`src/rtl/tri_raster_ctrl_if.sv`:
```
// Bus bundle for the triangle raster controller: triangle offer, tester
// request/result and covered-pixel stream, with controller/driver views.
interface tri_raster_ctrl_if #(
  parameter int SYS_BIT_WIDTH = 32
);
  logic                         tri_valid_in;
  logic                         tri_ready_out;
  logic [SYS_BIT_WIDTH-1:0]     vertex_ax;
  logic [SYS_BIT_WIDTH-1:0]     vertex_ay;
  logic [SYS_BIT_WIDTH-1:0]     vertex_bx;
  logic [SYS_BIT_WIDTH-1:0]     vertex_by;
  logic [SYS_BIT_WIDTH-1:0]     vertex_cx;
  logic [SYS_BIT_WIDTH-1:0]     vertex_cy;

  logic                         test_valid_out;
  logic [SYS_BIT_WIDTH-1:0]     test_vertex_ax;
  logic [SYS_BIT_WIDTH-1:0]     test_vertex_ay;
  logic [SYS_BIT_WIDTH-1:0]     test_vertex_bx;
  logic [SYS_BIT_WIDTH-1:0]     test_vertex_by;
  logic [SYS_BIT_WIDTH-1:0]     test_vertex_cx;
  logic [SYS_BIT_WIDTH-1:0]     test_vertex_cy;
  logic [SYS_BIT_WIDTH-1:0]     test_point_x;
  logic [SYS_BIT_WIDTH-1:0]     test_point_y;
  logic                         test_valid_in;
  logic                         test_inside_in;

  logic                         pixel_valid_out;
  logic [SYS_BIT_WIDTH-1:0]     pixel_x_out;
  logic [SYS_BIT_WIDTH-1:0]     pixel_y_out;
  logic                         pixel_ready_in;

  logic                         done_out;
  logic                         error_out;
  logic [2*SYS_BIT_WIDTH-1:0]   pixel_count_out;

  modport slave (
    input  tri_valid_in, vertex_ax, vertex_ay, vertex_bx, vertex_by, vertex_cx, vertex_cy,
    input  test_valid_in, test_inside_in, pixel_ready_in,
    output tri_ready_out, test_valid_out,
    output test_vertex_ax, test_vertex_ay, test_vertex_bx, test_vertex_by,
    output test_vertex_cx, test_vertex_cy, test_point_x, test_point_y,
    output pixel_valid_out, pixel_x_out, pixel_y_out,
    output done_out, error_out, pixel_count_out
  );

  modport master (
    output tri_valid_in, vertex_ax, vertex_ay, vertex_bx, vertex_by, vertex_cx, vertex_cy,
    output test_valid_in, test_inside_in, pixel_ready_in,
    input  tri_ready_out, test_valid_out,
    input  test_vertex_ax, test_vertex_ay, test_vertex_bx, test_vertex_by,
    input  test_vertex_cx, test_vertex_cy, test_point_x, test_point_y,
    input  pixel_valid_out, pixel_x_out, pixel_y_out,
    input  done_out, error_out, pixel_count_out
  );
endinterface

```
`src/rtl/tri_raster_ctrl.sv`:
```
// Triangle raster controller: scans the screen-clipped bounding box in row-major
// order, asks an external point-in-triangle tester per pixel, streams covered pixels.
module tri_raster_ctrl #(
  parameter int SYS_BIT_WIDTH = 32,
  parameter int SCREEN_W      = 320,
  parameter int SCREEN_H      = 240,
  parameter int TIMEOUT       = 15
) (
  input logic              clk_in,
  input logic              rst_n_in,
  tri_raster_ctrl_if.slave bus
);

  localparam int W  = SYS_BIT_WIDTH;
  localparam int TW = (TIMEOUT > 1) ? $clog2(TIMEOUT) : 1;

  localparam logic [W-1:0]   X_LAST   = W'(SCREEN_W - 1);
  localparam logic [W-1:0]   Y_LAST   = W'(SCREEN_H - 1);
  localparam logic [W-1:0]   ONE_W    = {{(W-1){1'b0}}, 1'b1};
  localparam logic [2*W-1:0] ONE_CNT  = {{(2*W-1){1'b0}}, 1'b1};
  localparam logic [TW-1:0]  TMO_LAST = TW'(TIMEOUT - 1);
  localparam logic [TW-1:0]  ONE_TMO  = {{(TW-1){1'b0}}, 1'b1};

  typedef enum logic [2:0] {
    S_IDLE   = 3'd0,
    S_BBOX   = 3'd1,
    S_ISSUE  = 3'd2,
    S_WAIT   = 3'd3,
    S_EMIT   = 3'd4,
    S_NEXT   = 3'd5,
    S_FINISH = 3'd6
  } state_e;

  function automatic logic [W-1:0] umin3(input logic [W-1:0] a, input logic [W-1:0] b,
                                         input logic [W-1:0] c);
    logic [W-1:0] m;
    m = (a < b) ? a : b;
    return (m < c) ? m : c;
  endfunction

  function automatic logic [W-1:0] umax3(input logic [W-1:0] a, input logic [W-1:0] b,
                                         input logic [W-1:0] c);
    logic [W-1:0] m;
    m = (a > b) ? a : b;
    return (m > c) ? m : c;
  endfunction

  state_e         state_q;
  logic           ready_q;
  logic           test_valid_q;
  logic           pixel_valid_q;
  logic           done_q;
  logic           error_q;
  logic [W-1:0]   vax_q, vay_q, vbx_q, vby_q, vcx_q, vcy_q;
  logic [W-1:0]   tpx_q, tpy_q;
  logic [W-1:0]   pix_x_q, pix_y_q;
  logic [2*W-1:0] count_q;
  logic [W-1:0]   x_q, y_q, xmin_q, xmax_q, ymin_q, ymax_q;
  logic [TW-1:0]  tmo_q;

  logic [W-1:0]   bb_xmin_s, bb_xmax_s, bb_ymin_s, bb_ymax_s;
  logic [W-1:0]   bb_xmax_clip_s, bb_ymax_clip_s;
  logic           bb_off_s;
  logic           row_end_s;
  logic           last_s;
  logic [W-1:0]   next_x_s, next_y_s;

  // Bounding box is derived from the latched vertices, so it is stable during BBOX.
  assign bb_xmin_s      = umin3(vax_q, vbx_q, vcx_q);
  assign bb_xmax_s      = umax3(vax_q, vbx_q, vcx_q);
  assign bb_ymin_s      = umin3(vay_q, vby_q, vcy_q);
  assign bb_ymax_s      = umax3(vay_q, vby_q, vcy_q);
  assign bb_xmax_clip_s = (bb_xmax_s > X_LAST) ? X_LAST : bb_xmax_s;
  assign bb_ymax_clip_s = (bb_ymax_s > Y_LAST) ? Y_LAST : bb_ymax_s;
  assign bb_off_s       = (bb_xmin_s > X_LAST) || (bb_ymin_s > Y_LAST);

  assign row_end_s = (x_q == xmax_q);
  assign last_s    = row_end_s && (y_q == ymax_q);
  assign next_x_s  = row_end_s ? xmin_q : (x_q + ONE_W);
  assign next_y_s  = row_end_s ? (y_q + ONE_W) : y_q;

  // Control FSM with all outputs registered alongside the state.
  always_ff @(posedge clk_in or negedge rst_n_in) begin
    if (!rst_n_in) begin
      state_q       <= S_IDLE;
      ready_q       <= 1'b1;
      test_valid_q  <= 1'b0;
      pixel_valid_q <= 1'b0;
      done_q        <= 1'b0;
      error_q       <= 1'b0;
      vax_q         <= '0;
      vay_q         <= '0;
      vbx_q         <= '0;
      vby_q         <= '0;
      vcx_q         <= '0;
      vcy_q         <= '0;
      tpx_q         <= '0;
      tpy_q         <= '0;
      pix_x_q       <= '0;
      pix_y_q       <= '0;
      count_q       <= '0;
      x_q           <= '0;
      y_q           <= '0;
      xmin_q        <= '0;
      xmax_q        <= '0;
      ymin_q        <= '0;
      ymax_q        <= '0;
      tmo_q         <= '0;
    end else begin
      done_q       <= 1'b0;
      test_valid_q <= 1'b0;
      case (state_q)
        S_IDLE: begin
          if (bus.tri_valid_in) begin
            vax_q   <= bus.vertex_ax;
            vay_q   <= bus.vertex_ay;
            vbx_q   <= bus.vertex_bx;
            vby_q   <= bus.vertex_by;
            vcx_q   <= bus.vertex_cx;
            vcy_q   <= bus.vertex_cy;
            count_q <= '0;
            error_q <= 1'b0;
            ready_q <= 1'b0;
            state_q <= S_BBOX;
          end else begin
            ready_q <= 1'b1;
          end
        end
        S_BBOX: begin
          xmin_q <= bb_xmin_s;
          xmax_q <= bb_xmax_clip_s;
          ymin_q <= bb_ymin_s;
          ymax_q <= bb_ymax_clip_s;
          x_q    <= bb_xmin_s;
          y_q    <= bb_ymin_s;
          if (bb_off_s) begin
            done_q  <= 1'b1;
            state_q <= S_FINISH;
          end else begin
            tpx_q        <= bb_xmin_s;
            tpy_q        <= bb_ymin_s;
            test_valid_q <= 1'b1;
            state_q      <= S_ISSUE;
          end
        end
        S_ISSUE: begin
          tmo_q   <= '0;
          state_q <= S_WAIT;
        end
        S_WAIT: begin
          if (bus.test_valid_in) begin
            if (bus.test_inside_in) begin
              pixel_valid_q <= 1'b1;
              pix_x_q       <= x_q;
              pix_y_q       <= y_q;
              state_q       <= S_EMIT;
            end else begin
              state_q <= S_NEXT;
            end
          end else if (tmo_q == TMO_LAST) begin
            // Tester went silent: abandon the triangle and latch the fault.
            error_q <= 1'b1;
            done_q  <= 1'b1;
            state_q <= S_FINISH;
          end else begin
            tmo_q <= tmo_q + ONE_TMO;
          end
        end
        S_EMIT: begin
          if (bus.pixel_ready_in) begin
            pixel_valid_q <= 1'b0;
            count_q       <= count_q + ONE_CNT;
            state_q       <= S_NEXT;
          end else begin
            pixel_valid_q <= 1'b1;
          end
        end
        S_NEXT: begin
          if (last_s) begin
            done_q  <= 1'b1;
            state_q <= S_FINISH;
          end else begin
            x_q          <= next_x_s;
            y_q          <= next_y_s;
            tpx_q        <= next_x_s;
            tpy_q        <= next_y_s;
            test_valid_q <= 1'b1;
            state_q      <= S_ISSUE;
          end
        end
        S_FINISH: begin
          ready_q <= 1'b1;
          state_q <= S_IDLE;
        end
        default: begin
          pixel_valid_q <= 1'b0;
          ready_q       <= 1'b1;
          state_q       <= S_IDLE;
        end
      endcase
    end
  end

  assign bus.tri_ready_out   = ready_q;
  assign bus.test_valid_out  = test_valid_q;
  assign bus.test_vertex_ax  = vax_q;
  assign bus.test_vertex_ay  = vay_q;
  assign bus.test_vertex_bx  = vbx_q;
  assign bus.test_vertex_by  = vby_q;
  assign bus.test_vertex_cx  = vcx_q;
  assign bus.test_vertex_cy  = vcy_q;
  assign bus.test_point_x    = tpx_q;
  assign bus.test_point_y    = tpy_q;
  assign bus.pixel_valid_out = pixel_valid_q;
  assign bus.pixel_x_out     = pix_x_q;
  assign bus.pixel_y_out     = pix_y_q;
  assign bus.done_out        = done_q;
  assign bus.error_out       = error_q;
  assign bus.pixel_count_out = count_q;

endmodule

```
`src/flat_wrapper.sv`:
```
// flat-port wrapper written by rule: the top's interface ports become plain ports
module tri_raster_ctrl_flat 
#(
  parameter int SYS_BIT_WIDTH = 32,
  parameter int SCREEN_W      = 320,
  parameter int SCREEN_H      = 240,
  parameter int TIMEOUT       = 15
)
  (clk_in, rst_n_in, bus_tri_valid_in, bus_vertex_ax, bus_vertex_ay, bus_vertex_bx, bus_vertex_by, bus_vertex_cx, bus_vertex_cy, bus_test_valid_in, bus_test_inside_in, bus_pixel_ready_in, bus_tri_ready_out, bus_test_valid_out, bus_test_vertex_ax, bus_test_vertex_ay, bus_test_vertex_bx, bus_test_vertex_by, bus_test_vertex_cx, bus_test_vertex_cy, bus_test_point_x, bus_test_point_y, bus_pixel_valid_out, bus_pixel_x_out, bus_pixel_y_out, bus_done_out, bus_error_out, bus_pixel_count_out);
  tri_raster_ctrl_if #(.SYS_BIT_WIDTH(SYS_BIT_WIDTH)) bus_i ();
  input logic clk_in;
  input logic rst_n_in;
  input wire logic [$bits(bus_i.tri_valid_in)-1:0] bus_tri_valid_in;
  input wire logic [$bits(bus_i.vertex_ax)-1:0] bus_vertex_ax;
  input wire logic [$bits(bus_i.vertex_ay)-1:0] bus_vertex_ay;
  input wire logic [$bits(bus_i.vertex_bx)-1:0] bus_vertex_bx;
  input wire logic [$bits(bus_i.vertex_by)-1:0] bus_vertex_by;
  input wire logic [$bits(bus_i.vertex_cx)-1:0] bus_vertex_cx;
  input wire logic [$bits(bus_i.vertex_cy)-1:0] bus_vertex_cy;
  input wire logic [$bits(bus_i.test_valid_in)-1:0] bus_test_valid_in;
  input wire logic [$bits(bus_i.test_inside_in)-1:0] bus_test_inside_in;
  input wire logic [$bits(bus_i.pixel_ready_in)-1:0] bus_pixel_ready_in;
  output wire logic [$bits(bus_i.tri_ready_out)-1:0] bus_tri_ready_out;
  output wire logic [$bits(bus_i.test_valid_out)-1:0] bus_test_valid_out;
  output wire logic [$bits(bus_i.test_vertex_ax)-1:0] bus_test_vertex_ax;
  output wire logic [$bits(bus_i.test_vertex_ay)-1:0] bus_test_vertex_ay;
  output wire logic [$bits(bus_i.test_vertex_bx)-1:0] bus_test_vertex_bx;
  output wire logic [$bits(bus_i.test_vertex_by)-1:0] bus_test_vertex_by;
  output wire logic [$bits(bus_i.test_vertex_cx)-1:0] bus_test_vertex_cx;
  output wire logic [$bits(bus_i.test_vertex_cy)-1:0] bus_test_vertex_cy;
  output wire logic [$bits(bus_i.test_point_x)-1:0] bus_test_point_x;
  output wire logic [$bits(bus_i.test_point_y)-1:0] bus_test_point_y;
  output wire logic [$bits(bus_i.pixel_valid_out)-1:0] bus_pixel_valid_out;
  output wire logic [$bits(bus_i.pixel_x_out)-1:0] bus_pixel_x_out;
  output wire logic [$bits(bus_i.pixel_y_out)-1:0] bus_pixel_y_out;
  output wire logic [$bits(bus_i.done_out)-1:0] bus_done_out;
  output wire logic [$bits(bus_i.error_out)-1:0] bus_error_out;
  output wire logic [$bits(bus_i.pixel_count_out)-1:0] bus_pixel_count_out;
  assign bus_i.tri_valid_in = bus_tri_valid_in;
  assign bus_i.vertex_ax = bus_vertex_ax;
  assign bus_i.vertex_ay = bus_vertex_ay;
  assign bus_i.vertex_bx = bus_vertex_bx;
  assign bus_i.vertex_by = bus_vertex_by;
  assign bus_i.vertex_cx = bus_vertex_cx;
  assign bus_i.vertex_cy = bus_vertex_cy;
  assign bus_i.test_valid_in = bus_test_valid_in;
  assign bus_i.test_inside_in = bus_test_inside_in;
  assign bus_i.pixel_ready_in = bus_pixel_ready_in;
  assign bus_tri_ready_out = bus_i.tri_ready_out;
  assign bus_test_valid_out = bus_i.test_valid_out;
  assign bus_test_vertex_ax = bus_i.test_vertex_ax;
  assign bus_test_vertex_ay = bus_i.test_vertex_ay;
  assign bus_test_vertex_bx = bus_i.test_vertex_bx;
  assign bus_test_vertex_by = bus_i.test_vertex_by;
  assign bus_test_vertex_cx = bus_i.test_vertex_cx;
  assign bus_test_vertex_cy = bus_i.test_vertex_cy;
  assign bus_test_point_x = bus_i.test_point_x;
  assign bus_test_point_y = bus_i.test_point_y;
  assign bus_pixel_valid_out = bus_i.pixel_valid_out;
  assign bus_pixel_x_out = bus_i.pixel_x_out;
  assign bus_pixel_y_out = bus_i.pixel_y_out;
  assign bus_done_out = bus_i.done_out;
  assign bus_error_out = bus_i.error_out;
  assign bus_pixel_count_out = bus_i.pixel_count_out;
  tri_raster_ctrl #(.SYS_BIT_WIDTH(SYS_BIT_WIDTH), .SCREEN_W(SCREEN_W), .SCREEN_H(SCREEN_H), .TIMEOUT(TIMEOUT)) u_core (.clk_in(clk_in), .rst_n_in(rst_n_in), .bus(bus_i));
endmodule
```
`config.mk`:
```
export PLATFORM = sky130hd
export DESIGN_NAME = tri_raster_ctrl_flat
export DESIGN_NICKNAME = d
export VERILOG_FILES = /design/src/rtl/tri_raster_ctrl_if.sv /design/src/rtl/tri_raster_ctrl.sv /design/src/flat_wrapper.sv
export SDC_FILE = /design/constraint.sdc
export NUM_CORES = 2
export LEC_CHECK = 0
export CAP_MARGIN = 20
export CORE_ASPECT_RATIO = 2
export CORE_MARGIN = 8
export CORE_UTILIZATION = 45
export CTS_BUF_LIST = sky130_fd_sc_hd__clkbuf_8
export DETAILED_ROUTE_END_ITERATION = 7
export HOLD_SLACK_MARGIN = 0.03
export PLACE_DENSITY = 0.73
export SETUP_SLACK_MARGIN = 0.05
export SYNTH_ARGS = -nofsm -noshare
export SYNTH_HDL_FRONTEND = slang
export SYNTH_SLANG_ARGS = --single-unit
```
`constraint.sdc`:
```
create_clock -name clk_in -period 6.05 [get_ports clk_in]
set_input_delay 1.21 -clock clk_in [delete_from_list [all_inputs] [get_ports clk_in]]
set_output_delay 1.21 -clock clk_in [all_outputs]
set_load 0.02 [all_outputs]
```
==> impl_metrics.yaml <==
outcome:
  status: "completed"
drt:
  wl_met3_mm: 9.929
  top_layer_used: "met5"
  drt_first_iter_violations: 1885
  via_per_inst: 5.649
  firstDrtPassIters: 6
  drtAntennaViolNets: 0
  wl_met1_mm: 44.58
  wl_met2_mm: 61.50
  routedWlPerCell_um: 25.27
  wl_mm: 124.9
  vias: 27910
  drc: 0
critical_path:
  max_stage_delay_ps: 510
  critPathArrivalTime_ps: 6550
  crit_fanout: 24
  startpoint_type: "register"
  crit_required_ps: 6680
  crit_buf_inv: 7
  path_delay_family: "compound AO/OA/AOI/OAI gates"
  crit_type: "reg -> reg"
  cp-end-kind: "register"
  slowest_stage: "o21ai_0"
  worstPathCellList: "inv_1 -> ha_1 -> a21oi_1 -> o21ai_0 -> nand2_1 -> nand3_1 -> nor2_4 -> buf_12 -> clkbuf_16 -> o21ai_0 -> ha_1 -> nand4_1 -> nor2_1 -> a2111o_1 -> a211oi_2 -> buf_4 -> o31a_4 -> mux2i_2 -> buf_4 -> nand2_1 -> o31ai_4 -> buf_12 -> bufbuf_16 -> mux2_1"
layout:
  fill_cells: 5833
  instances_no_fill: 4941
  area_delta_synth_final_pct: 34.75
  utilization_pct: 61.14
  largest_reg_flops: 64
  fin_nets: 4360
  drive_above_1_share_pct: 17.50
floorplan:
  initial_core_util_pct: 45.37
  rows: 136
  die_w_um: 201.9
  die_h_um: 387.9
  dieArea_um2: 78320
  pin_count: 587
  core_um2: 68580
global_routing:
  grt_max_degree: 161
  grt_overflow: 0
  grt_usage_pct: 30.92
  antenna_found_initial: 15
  grt_pass1_vias: 28660
  grt_pass1_wl_mm: 183.3
synthesis:
  synth_xor_xnor_area_share_pct: 4.814
  synthAdderAreaFrac_pct: 7.842
  syn_area_um2: 31110
  yosysSeqAreaShare_pct: 44.72
  synth_nets: 3611
  synthMuxAreaShare_pct: 12.18
  yosys_register_bits: 556
  synth_edf_count: 0
  synthCells: 3218
  synth_compound_area_share_pct: 11.55
  synthArstFlopShare_pct: 100.0
  postSynthAreaPerCell_um2: 9.669
  ys.warnings.count: 0
  synthFlopType: "dfrtp_1"
  synth_top_family_by_area: "simple AND/OR/NAND/NOR gates"
  netlist-cell-type-count: 67
  synthSimpleGateAreaFrac_pct: 14.57
power:
  pwr-share-seq_pct: 21.7
  internal_power_mw: 16.13
  ir_drop_mv: 0.4752
  switchingPower_mw: 14.70
  power_mw: 30.82
  p_leak_nw: 18.42
  p_clk_share_pct: 12.5
  switching_share_pct: 47.69
  p_per_area_nw_per_um2: 735.2
  p_comb_share_pct: 65.8
clock_network:
  clock_path_buffers: 3
  cts.sinks: 556
  clk_pin_slew_worst_paths_ps: 70
  tritoncts: "yes"
  insertion_delay_ps: 760
  cts_root_buf: "clkbuf_8"
  tritoncts.num_buffers: 84
  cts_max_level: 3
  hold_buffers: 0
placed_design:
  port_buffers: 586
  placed_cells: 4751
  dp_hpwl_mm: 96.73
  place_congestion: 0.9651
sta:
  fmaxAchievable_mhz: 169.0
  maxSlewViolCount: 0
  slew-limit-headroom_pct: 26.60
  setup_viol: 0
  setup_tns_ps: 0
  worst_slew_pin_slew_ps: 1091
  fin_crit_sh_pct: 97.78
  fin_crit_ps: 5916
  hold_slack_ps: 428.8
  hold_viol: 0
  clock-skew-final_ps: 35.60
job:
  cap_violations: 0
min_path:
  hold_path.class: "in -> async"
## area by class of cell
class / count / area [µm²] / share of cell area, %
Antenna cell: 9 / 22.52 / 0.05372
Clock buffer: 105 / 1445 / 3.447
Clock inverter: 49 / 626.9 / 1.495
Timing Repair Buffer: 818 / 7930 / 18.91
Tap cell: 897 / 1122 / 2.677
Multi-Input combinational cell: 2323 / 16170 / 38.58
Sequential cell: 556 / 13910 / 33.19
Inverter: 184 / 690.7 / 1.647
## cells in the final DEF, fill, tap and decap left out, types with 23 or more instances in the layout
cell,count
and3_1,26
mux2_2,263
dfrtp_1,555
mux2i_1,57
nand2_1,391
xnor2_1,74
a21oi_1,148
xor2_1,97
buf_4,210
nor2_1,187
ha_1,192
nor4_1,41
a21o_1,23
clkdlybuf4s50_1,585
nand4_1,74
inv_1,192
nand3_1,83
nor3_1,28
and2_1,52
clkbuf_8,105
o21ai_0,337
## power by group through the flow
stage                     logic, mW  registers, mW  clock network [mW]
final                          20.3           6.70                3.84
after global routing           21.8           6.84                4.05
after CTS                      19.5           6.67                3.91
after detailed placement       19.2           6.73                   0
after global placement         19.0           6.69                   0
after floorplan                9.50           7.57                   0
## metrics by stage
stage | instance area [µm²] | worst slack (ps)
2_1_floorplan | 31120 | 241.7
4_1_cts | 41450 | 55.58
5_1_grt | 41910 | -3.049
6_report | 41930 | 134.0
3_3_place_gp | 39260 | -135.1
3_5_place_dp | 39260 | -149.9
## synthesized netlist by cell type (74+ instances only)
cell type / count / area, µm²
nand3_1: 84 / 420.4
o21ai_0: 361 / 1807
dfrtp_1: 555 / 13890
mux2_2: 263 / 2962
xnor2_1: 74 / 648.1
nand4_1: 74 / 462.9
nor2_1: 190 / 713.2
xor2_1: 97 / 849.6
ha_1: 195 / 2440
clkbuf_1: 140 / 525.5
nand2_1: 395 / 1483
inv_1: 184 / 690.7
a21oi_1: 152 / 760.7
## kinds of logic (layout without fill, tap and decap cells)
logic type / Yosys count / after routing
compound gates: 638 / 638
fa+ha+maj: 195 / 195
xor+xnor: 171 / 171
flops: 556 / 556
other cells: 0 / 9
buf+inv: 342 / 1156
mux: 343 / 343
simple gates: 973 / 976
## per-layer routing
layer | up-vias | GRT usage (%)
met5 | - | 0
met4 | 12 | 20.57
met3 | 348 | 8.343
met2 | 1224 | 52.87
met1 | 13580 | 33.05
li1 | 12750 | -
## path summary, 6_finish.rpt
check / start / endpoint / slack [ps] / cells after the start
max in group asynchronous: rst_n_in / u_core.bus.pixel_count_out[41]$_DFFE_PN0P_ / 4330 / 2
min reg2reg: u_core.xmin_q[20]$_DFFE_PN0P_ / u_core.xmin_q[20]$_DFFE_PN0P_ / 470 / 2
max reg2reg: u_core.bus.test_vertex_by[17]$_DFFE_PN0P_ / u_core.bus.test_point_y[27]$_DFFE_PN0P_ / 130 / 24
max: u_core.bus.test_vertex_by[17]$_DFFE_PN0P_ / u_core.bus.test_point_y[27]$_DFFE_PN0P_ / 130 / 24
min in group clk_in: u_core.xmin_q[20]$_DFFE_PN0P_ / u_core.xmin_q[20]$_DFFE_PN0P_ / 470 / 2
min: rst_n_in / u_core.bus.test_vertex_by[16]$_DFFE_PN0P_ / 430 / 1
## what timing repair did
action                                  in CTS  in global routing
endpoints found under the setup margin      65                 83
cloned                                       2                  5
pin swaps                                    5                 29
setup buffers                                4                 15
gates resized for setup                     13                 60
Power figures use the tool's default switching activity.
